<file path="config.mk">
export PLATFORM = sky130hd
export DESIGN_NAME = lcd_rgb_frame_writer
export DESIGN_NICKNAME = d
export VERILOG_FILES = /design/src/rtl/lcd_rgb_frame_writer.sv
export SDC_FILE = /design/constraint.sdc
export NUM_CORES = 1
export LEC_CHECK = 0
export CORE_AREA = 2 2 99 101
export DETAILED_ROUTE_END_ITERATION = 8
export DIE_AREA = 0 0 101 103
export GPL_TIMING_DRIVEN = 0
export RECOVER_POWER = 25
export SETUP_SLACK_MARGIN = 0.3
export SYNTH_ARGS = -nofsm -noshare
export SYNTH_HDL_FRONTEND = slang
export SYNTH_SLANG_ARGS = --single-unit
</file>
<file path="constraint.sdc">
create_clock -name PixelClk -period 6.14 [get_ports PixelClk]
set_clock_uncertainty 0.15 [all_clocks]
set_input_delay 1.842 -clock PixelClk [delete_from_list [all_inputs] [get_ports PixelClk]]
set_output_delay 1.842 -clock PixelClk [all_outputs]
set_load 0.02 [all_outputs]
</file>
<file path="src/rtl/lcd_rgb_frame_writer.sv">
// lcd_rgb_frame_writer
// Receiver end of a parallel RGB565 LCD bus. Each pixel is converted to 8-bit
// grayscale. A rectangular IMG_W x IMG_H window is cropped from the frame and
// written in raster order to port A of the grayscale frame-buffer BRAM.
// Capture is one-shot per start request.
// Optional macro LCD_RGB_FRAME_WRITER_CONTINUOUS_EN: after the first start,
// the block re-arms itself after every frame (done or error). It then captures
// every frame and stays busy.
module lcd_rgb_frame_writer #(
    parameter int IMG_W  = 252,
    parameter int IMG_H  = 156,
    parameter int X0     = 274,
    parameter int Y0     = 162,
    parameter int ADDR_W = 16
) (
    input  logic              PixelClk,
    input  logic              nRST,
    input  logic              start,
    input  logic              LCD_DE,
    input  logic              LCD_HSYNC,
    input  logic              LCD_VSYNC,
    input  logic [4:0]        LCD_R,
    input  logic [5:0]        LCD_G,
    input  logic [4:0]        LCD_B,
    output logic              wr_en,
    output logic [ADDR_W-1:0] wr_addr,
    output logic [7:0]        wr_data,
    output logic              busy,
    output logic              frame_done,
    output logic              frame_err
);

    typedef enum logic [1:0] {
        IDLE,
        WAIT_VS,
        CAPTURE,
        DONE
    } state_t;

    localparam logic [11:0]       CNT_MAX   = 12'hFFF;
    localparam logic [11:0]       X_LO      = 12'(X0);
    localparam logic [11:0]       X_HI      = 12'(X0 + IMG_W);
    localparam logic [11:0]       Y_LO      = 12'(Y0);
    localparam logic [11:0]       Y_HI      = 12'(Y0 + IMG_H);
    localparam logic [ADDR_W-1:0] LAST_ADDR = ADDR_W'(IMG_W * IMG_H - 1);

`ifdef LCD_RGB_FRAME_WRITER_CONTINUOUS_EN
    localparam state_t REARM_STATE = WAIT_VS;
`else
    localparam state_t REARM_STATE = IDLE;
`endif

    logic        de_q, hs_q, vs_q;
    logic [4:0]  r_q, b_q;
    logic [5:0]  g_q;
    logic        de_d, vs_d;
    logic [11:0] col_cnt, line_cnt;

    logic        de_fall, vs_rise, vs_fall;
    logic [7:0]  r8, g8, b8, gray;
    logic        in_window;

    state_t            state, state_nx;
    logic              wr_en_nx, frame_err_nx;
    logic [ADDR_W-1:0] wr_addr_nx;
    logic [7:0]        wr_data_nx;

    // HSYNC is only carried through the input register; nothing consumes it.
    logic hsync_unused;
    assign hsync_unused = hs_q;

    // Input register stage, plus one-cycle-delayed copies of DE and VSYNC for edge detection.
    always_ff @(posedge PixelClk or negedge nRST) begin
        if (!nRST) begin
            de_q <= 1'b0;
            hs_q <= 1'b0;
            vs_q <= 1'b0;
            r_q  <= '0;
            g_q  <= '0;
            b_q  <= '0;
            de_d <= 1'b0;
            vs_d <= 1'b0;
        end else begin
            de_q <= LCD_DE;
            hs_q <= LCD_HSYNC;
            vs_q <= LCD_VSYNC;
            r_q  <= LCD_R;
            g_q  <= LCD_G;
            b_q  <= LCD_B;
            de_d <= de_q;
            vs_d <= vs_q;
        end
    end

    assign de_fall = de_d & ~de_q;
    assign vs_rise = vs_q & ~vs_d;
    assign vs_fall = ~vs_q & vs_d;

    // Column and line position of the registered pixel. Both counters saturate and never wrap.
    always_ff @(posedge PixelClk or negedge nRST) begin
        if (!nRST) begin
            col_cnt  <= '0;
            line_cnt <= '0;
        end else begin
            if (!de_q)
                col_cnt <= '0;
            else if (col_cnt != CNT_MAX)
                col_cnt <= col_cnt + 12'd1;

            if (vs_q)
                line_cnt <= '0;
            else if (de_fall && line_cnt != CNT_MAX)
                line_cnt <= line_cnt + 12'd1;
        end
    end

    // Widen each channel to 8 bits, then form the weighted sum. The maximum is 236, so it cannot overflow.
    always_comb begin
        r8   = {r_q, r_q[4:2]};
        g8   = {g_q, g_q[5:4]};
        b8   = {b_q, b_q[4:2]};
        gray = (r8 >> 2) + (g8 >> 1) + (b8 >> 3) + (b8 >> 4);
    end

    assign in_window = de_q &&
                       (col_cnt  >= X_LO) && (col_cnt  < X_HI) &&
                       (line_cnt >= Y_LO) && (line_cnt < Y_HI);

    // State register and registered write-port and pulse outputs.
    always_ff @(posedge PixelClk or negedge nRST) begin
        if (!nRST) begin
            state     <= IDLE;
            wr_en     <= 1'b0;
            wr_addr   <= '0;
            wr_data   <= '0;
            frame_err <= 1'b0;
        end else begin
            state     <= state_nx;
            wr_en     <= wr_en_nx;
            wr_addr   <= wr_addr_nx;
            wr_data   <= wr_data_nx;
            frame_err <= frame_err_nx;
        end
    end

    // Next-state logic. The address advances after every issued write. Completion takes priority over an error.
    always_comb begin
        state_nx     = state;
        wr_en_nx     = 1'b0;
        wr_addr_nx   = wr_addr + ADDR_W'(wr_en);
        wr_data_nx   = wr_data;
        frame_err_nx = 1'b0;
        case (state)
            IDLE: begin
                if (start)
                    state_nx = WAIT_VS;
            end
            WAIT_VS: begin
                if (vs_fall) begin
                    state_nx   = CAPTURE;
                    wr_addr_nx = '0;
                end
            end
            CAPTURE: begin
                if (wr_en && wr_addr == LAST_ADDR) begin
                    state_nx = DONE;
                end else if (vs_rise) begin
                    state_nx     = REARM_STATE;
                    frame_err_nx = 1'b1;
                end else if (in_window) begin
                    wr_en_nx   = 1'b1;
                    wr_data_nx = gray;
                end
            end
            DONE: begin
                state_nx = REARM_STATE;
            end
            default: begin
                state_nx = IDLE;
            end
        endcase
    end

    assign busy       = (state != IDLE);
    assign frame_done = (state == DONE);

endmodule

</file>
# Yosys cells after proc, flatten, opt, wreduce, memory -nomap -nowiden

Index checks and enable logic that the tools add are counted.

Mux-type cells: 18
Equal/unequal tests: 10
Bitwise logic cells: 8
Reduce and logical (&&, ||, !) cells: 11
Add/subtract/negate cells: 6
Order comparisons: 4

Operator list:

| kind                  | number |
|---|---|
| $mux 12               | 4 |
| $mux 16               | 2 |
| $add 12x1->12 const B | 2 |
| $ne 12x12->1 const B  | 2 |
| $add 16x1->16         | 1 |
| $eq 16x16->1 const B  | 1 |
| $ge 12x8->1 const B   | 1 |
| $ge 12x9->1 const B   | 1 |
| $lt 12x10->1 const B  | 1 |
| $lt 12x9->1 const B   | 1 |
| $add 6x7->8           | 1 |
| $add 8x4->8           | 1 |
| $add 8x5->8           | 1 |
| $mux 2                | 4 |
| $pmux 2 s4            | 1 |
| $mux 1                | 7 |
| $logic_and 1x1->1     | 6 |
| $not 1->1             | 5 |
| $eq 2x2->1 const B    | 2 |
| $ne 2x2->1 const B    | 2 |
| $reduce_and 4->1      | 1 |
| $reduce_bool 2->1     | 2 |
| $and 1x1->1           | 3 |
| $ne 3x3->1 const B    | 1 |
| other kinds (4)       | 4 |

Register bits after elaboration: 72
Output and inout port bits: 28

# Depth between registers and ports, before layout

Depth after elaboration: 9
Mapped depth: 11
Mapped depth without buffers: 11

# Worst setup path after synthesis

OpenSTA, ideal clock, no wires.

Kind: reg2reg
From: reg b_q[1]
To: reg wr_data[7]
Path buffers: 0
Clock period less this slack: 3.028 ns
Setup slack: 3.112 ns
Arrival: 2.753 ns
Cell stages (with the launch flop): 12
Path through: dfrtp_1 inv_1 fa_1 fa_1 inv_1 ha_1 fa_1 a21oi_1 o211ai_1 a21oi_1 xnor2_1 mux2_4

Longest elaborated chain between the ends: 2

Ends and longest elaborated chain:

| what                     | line | text |
|---|---|---|
| start: declaration       | 54   | `logic [4:0] r_q, b_q;` |
| start signal: assignment | 80   | `b_q <= '0;` |
| start signal: assignment | 89   | `b_q <= LCD_B;` |
| $add 8x5->8              | 122  | `gray = (r8 >> 2) + (g8 >> 1) + (b8 >> 3) + (b8 >> 4);` |
| $add 8x4->8 (*)          | 122  |  |
| end signal: assignment   | 141  | `wr_data <= wr_data_nx;` |
| end: declaration         | 27   | `output logic [7:0] wr_data,` |

Mark *: on every way between the ends. The rest lies on a longest branch, timed or not.
A chain may end at the register's enable or synchronous reset.

# Final worst setup path

From: reg state[0]
To: out busy

Longest elaborated chain between the ends: 1

Ends and longest elaborated chain:

| what                     | line | text |
|---|---|---|
| start: declaration       | 63   | `state_t state, state_nx;` |
| start signal: assignment | 138  | `state <= state_nx;` |
| $reduce_bool 2->1        | 184  | `assign busy = (state != IDLE);` |
| end: declaration         | 28   | `output logic busy,` |

No other way between the ends.

==> results.json <==
{
  "synthArstFlopShare_pct": 100,
  "clock_latency_ps": 350,
  "crit_path_end_kind": "primary output",
  "ys.flop_type": "dfrtp_1",
  "syn_area_per_cell_um2": 10.4,
  "dpl.hpwl_mm": 4.96,
  "die_h_um": 103,
  "vdd_drop_max_mv": 0.0930,
  "path_buf_inv": 1,
  "synth_top_area_cell": "dfrtp_1",
  "path_cells": "or2_2, clkdlybuf4s50_1",
  "cpMaxStageDelayCell": "clkdlybuf4s50_1",
  "synthTopCellsByArea": "dfrtp_1 (49%), ha_1 (5.8%), fa_1 (4.9%)",
  "cts_buffer_depth": 2,
  "slew_viol_final": 0,
  "synth_area_um2": 3670,
  "crit_family": "buffers and inverters",
  "p_per_area_nw_per_um2": 237,
  "setup_viol": 0,
  "drive_gt1_share_pct": 6.97,
  "fin_setup_tns_ps": 0,
  "num_vias": 2623,
  "yosys.cell_count.top_type": "dfrtp_1",
  "total_power_mw": 1.07,
  "synthAdderAreaFrac_pct": 10.7,
  "post_cts_buffers": 0,
  "holdPathStages": 0,
  "grt_pass1_vias": 2508,
  "synth_nets": 400,
  "slew_headroom_pct": 41.4,
  "arrival_ps": 1610,
  "gp_congestion": 0.832,
  "area_growth_pct": 22.6,
  "netSwitchingPower_mw": 0.286,
  "holdCritPathClass": "flip-flop to flip-flop",
  "clk_pin_slew_worst_paths_ps": 80,
  "dr.first_iter.drc_count": 92,
  "power_frac_comb_pct": 16.5,
  "fillCellCount": 894,
  "clock-sinks": 72,
  "tightest_slew_ps": 879,
  "hold_viol": 0,
  "tritoncts": "done",
  "netlist-cell-type-count": 41,
  "core_um2": 9460,
  "drt_pass1_iterations": 4,
  "ys_ff_latch": 72,
  "antenna_found_initial": 0,
  "layout.cells.non_filler": 530,
  "diodes": 0,
  "r2r_cells": 11,
  "synth_xor_xnor_area_share_pct": 7.64,
  "grt_max_degree": 73,
  "dp_cells": 514,
  "synth.yosys.warnings": 0,
  "p_sw_share_pct": 26.8,
  "pwr-share-seq_pct": 47.4,
  "die_area_um2": 10400,
  "synth_edf_count": 0,
  "crit_fanout": 6,
  "finalCritPeriodShare_pct": 58.7,
  "synthTopCellsByCount": "dfrtp_1 (72), nor2_1 (38), inv_1 (34)",
  "rows": 36,
  "cp.depth": 2,
  "routed_wl_mm": 6.78,
  "outcome": "finished, final reports clean",
  "clkPwrFrac_pct": 36.1,
  "final_nets": 459,
  "slowest_delay_ps": 530,
  "layout_min_cycle_time_ps": 3610,
  "start_util_pct": 38.8,
  "ctsHtreeMaxLevel": 3,
  "hold_buffers": 0,
  "grt_first_pass_wirelength_mm": 11.3,
  "cts_resized": 0,
  "critical_path_class": "flip-flop to primary output",
  "leakage_nw": 2.00,
  "io-pin-count": 50,
  "max_freq_mhz": 277,
  "synth_top_family_by_area": "simple AND/OR/NAND/NOR gates",
  "cts_root_buffer": "clkbuf_8",
  "grt_usage_pct": 13.8,
  "gr-total-overflow": 0,
  "required_ps": 4150,
  "drc_errors": 0,
  "p_int_mw": 0.780,
  "io_buffers": 48,
  "synth_cells": 352,
  "die_w_um": 101,
  "final_antenna_net_count": 0,
  "synth_compound_area_share_pct": 6.38,
  "rsz0062_at_grt": "false",
  "maxCapViolations": 0,
  "wl_per_cell_um": 12.8,
  "yosysSeqAreaShare_pct": 49.1,
  "yosysTopAreaCellShare_pct": 49.1,
  "muxShareOfSynthArea_pct": 3.55,
  "numCtsBuffers": 9,
  "vias_per_cell": 4.95,
  "yosys.area_share.simple_pct": 17.9,
  "critPathLaunchType": "flip-flop"
}
## stage by stage
step / hold WS [ps] / util [%] / setup slack [ps] / area (um2)
after floorplan: 271 / - / 3110 / 3670
after global placement: 325 / 45.4 / 618 / 4290
after detailed placement: 322 / 45.3 / 2900 / 4290
after CTS: 344 / 47.5 / 2500 / 4500
after global routing: 378 / 47.5 / 2460 / 4490
final: 346 / 47.5 / 2530 / 4490
## cells by family after synthesis
kind of cell | Yosys count
AOI/OAI and AO/OA | 38
adders and majority gates | 26
xor gates and xnor gates | 32
muxes | 9
and+or+nand+nor | 134
DFF | 72
buffers and inverters | 41
## cell usage in the layout, fill, tap and decap left out, types with 2 or more instances in the layout
cell type	synthesis	layout
and3_1	2	2
nand3_1	14	14
o41a_1	2	2
nand4_1	10	10
a21oi_1	13	13
and2_1	3	2
xor2_1	18	18
nor4_1	3	3
clkdlybuf4s50_1	0	34
and4_1	2	2
nor2_1	38	38
dlygate4sd3_1	0	14
nor3_1	13	13
mux2_4	8	8
nor2b_1	4	4
inv_1	34	34
or3_1	4	4
or4_1	4	4
nand3b_1	2	2
nand2b_1	2	2
dfrtp_1	72	72
ha_1	17	17
clkbuf_1	3	4
a211oi_1	3	3
clkbuf_8	0	11
fa_1	9	9
a31oi_1	2	2
nand2_1	29	29
clkinv_4	0	2
o211ai_1	2	2
xnor2_1	14	14
o21ai_0	12	12
## power by group through the flow
| stage | clock, mW | combinational [mW] | sequential, mW |
|---|---|---|---|
| floorplan | 0 | 0.118 | 0.511 |
| global placement | 0 | 0.178 | 0.515 |
| detailed placement | 0 | 0.181 | 0.515 |
| CTS | 0.400 | 0.181 | 0.506 |
| global route | 0.419 | 0.198 | 0.509 |
| finish | 0.385 | 0.176 | 0.506 |
## final timing paths
path                            slack, ps           to  startpoint
min in group asynchronous            1450  line_cnt[2]        nRST
worst min register to register        350         de_d        de_q
max in group asynchronous            3810       g_q[1]        nRST
worst max-delay path                 2530         busy    state[0]
worst min-delay path                  350         de_d        de_q
worst max register to register       2960   wr_data[7]      b_q[1]
## per-layer routing
layer  global-route usage [%]  vias to the layer above  routed length (um)
met5                        0                        -                   0
met3                     2.98                       14                 243
met4                     7.38                        0                 156
li1                         -                     1306                   -
met1                     18.1                     1260                3320
met2                     21.6                       43                3060
## flip-flops by register name, indices dropped and copies added (netlist names)
signal,flops
de_d,1
line_cnt,12
wr_en,1
wr_data,8
vs_d,1
vs_q,1
col_cnt,12
state,2
b_q,5
g_q,6
wr_addr,16
frame_err,1
de_q,1
r_q,5
## area by class of cell
cell class	count	area (um2)	area share [%]
sequential	72	1800	40.1
multi-input combinational	239	1700	37.7
timing repair buffer	48	478	10.6
clock buffer	12	155	3.45
tap	114	143	3.17
inverter	35	131	2.92
clock inverter	4	52.6	1.17
buffer	6	37.5	0.835
Power figures use the tool's default switching activity.
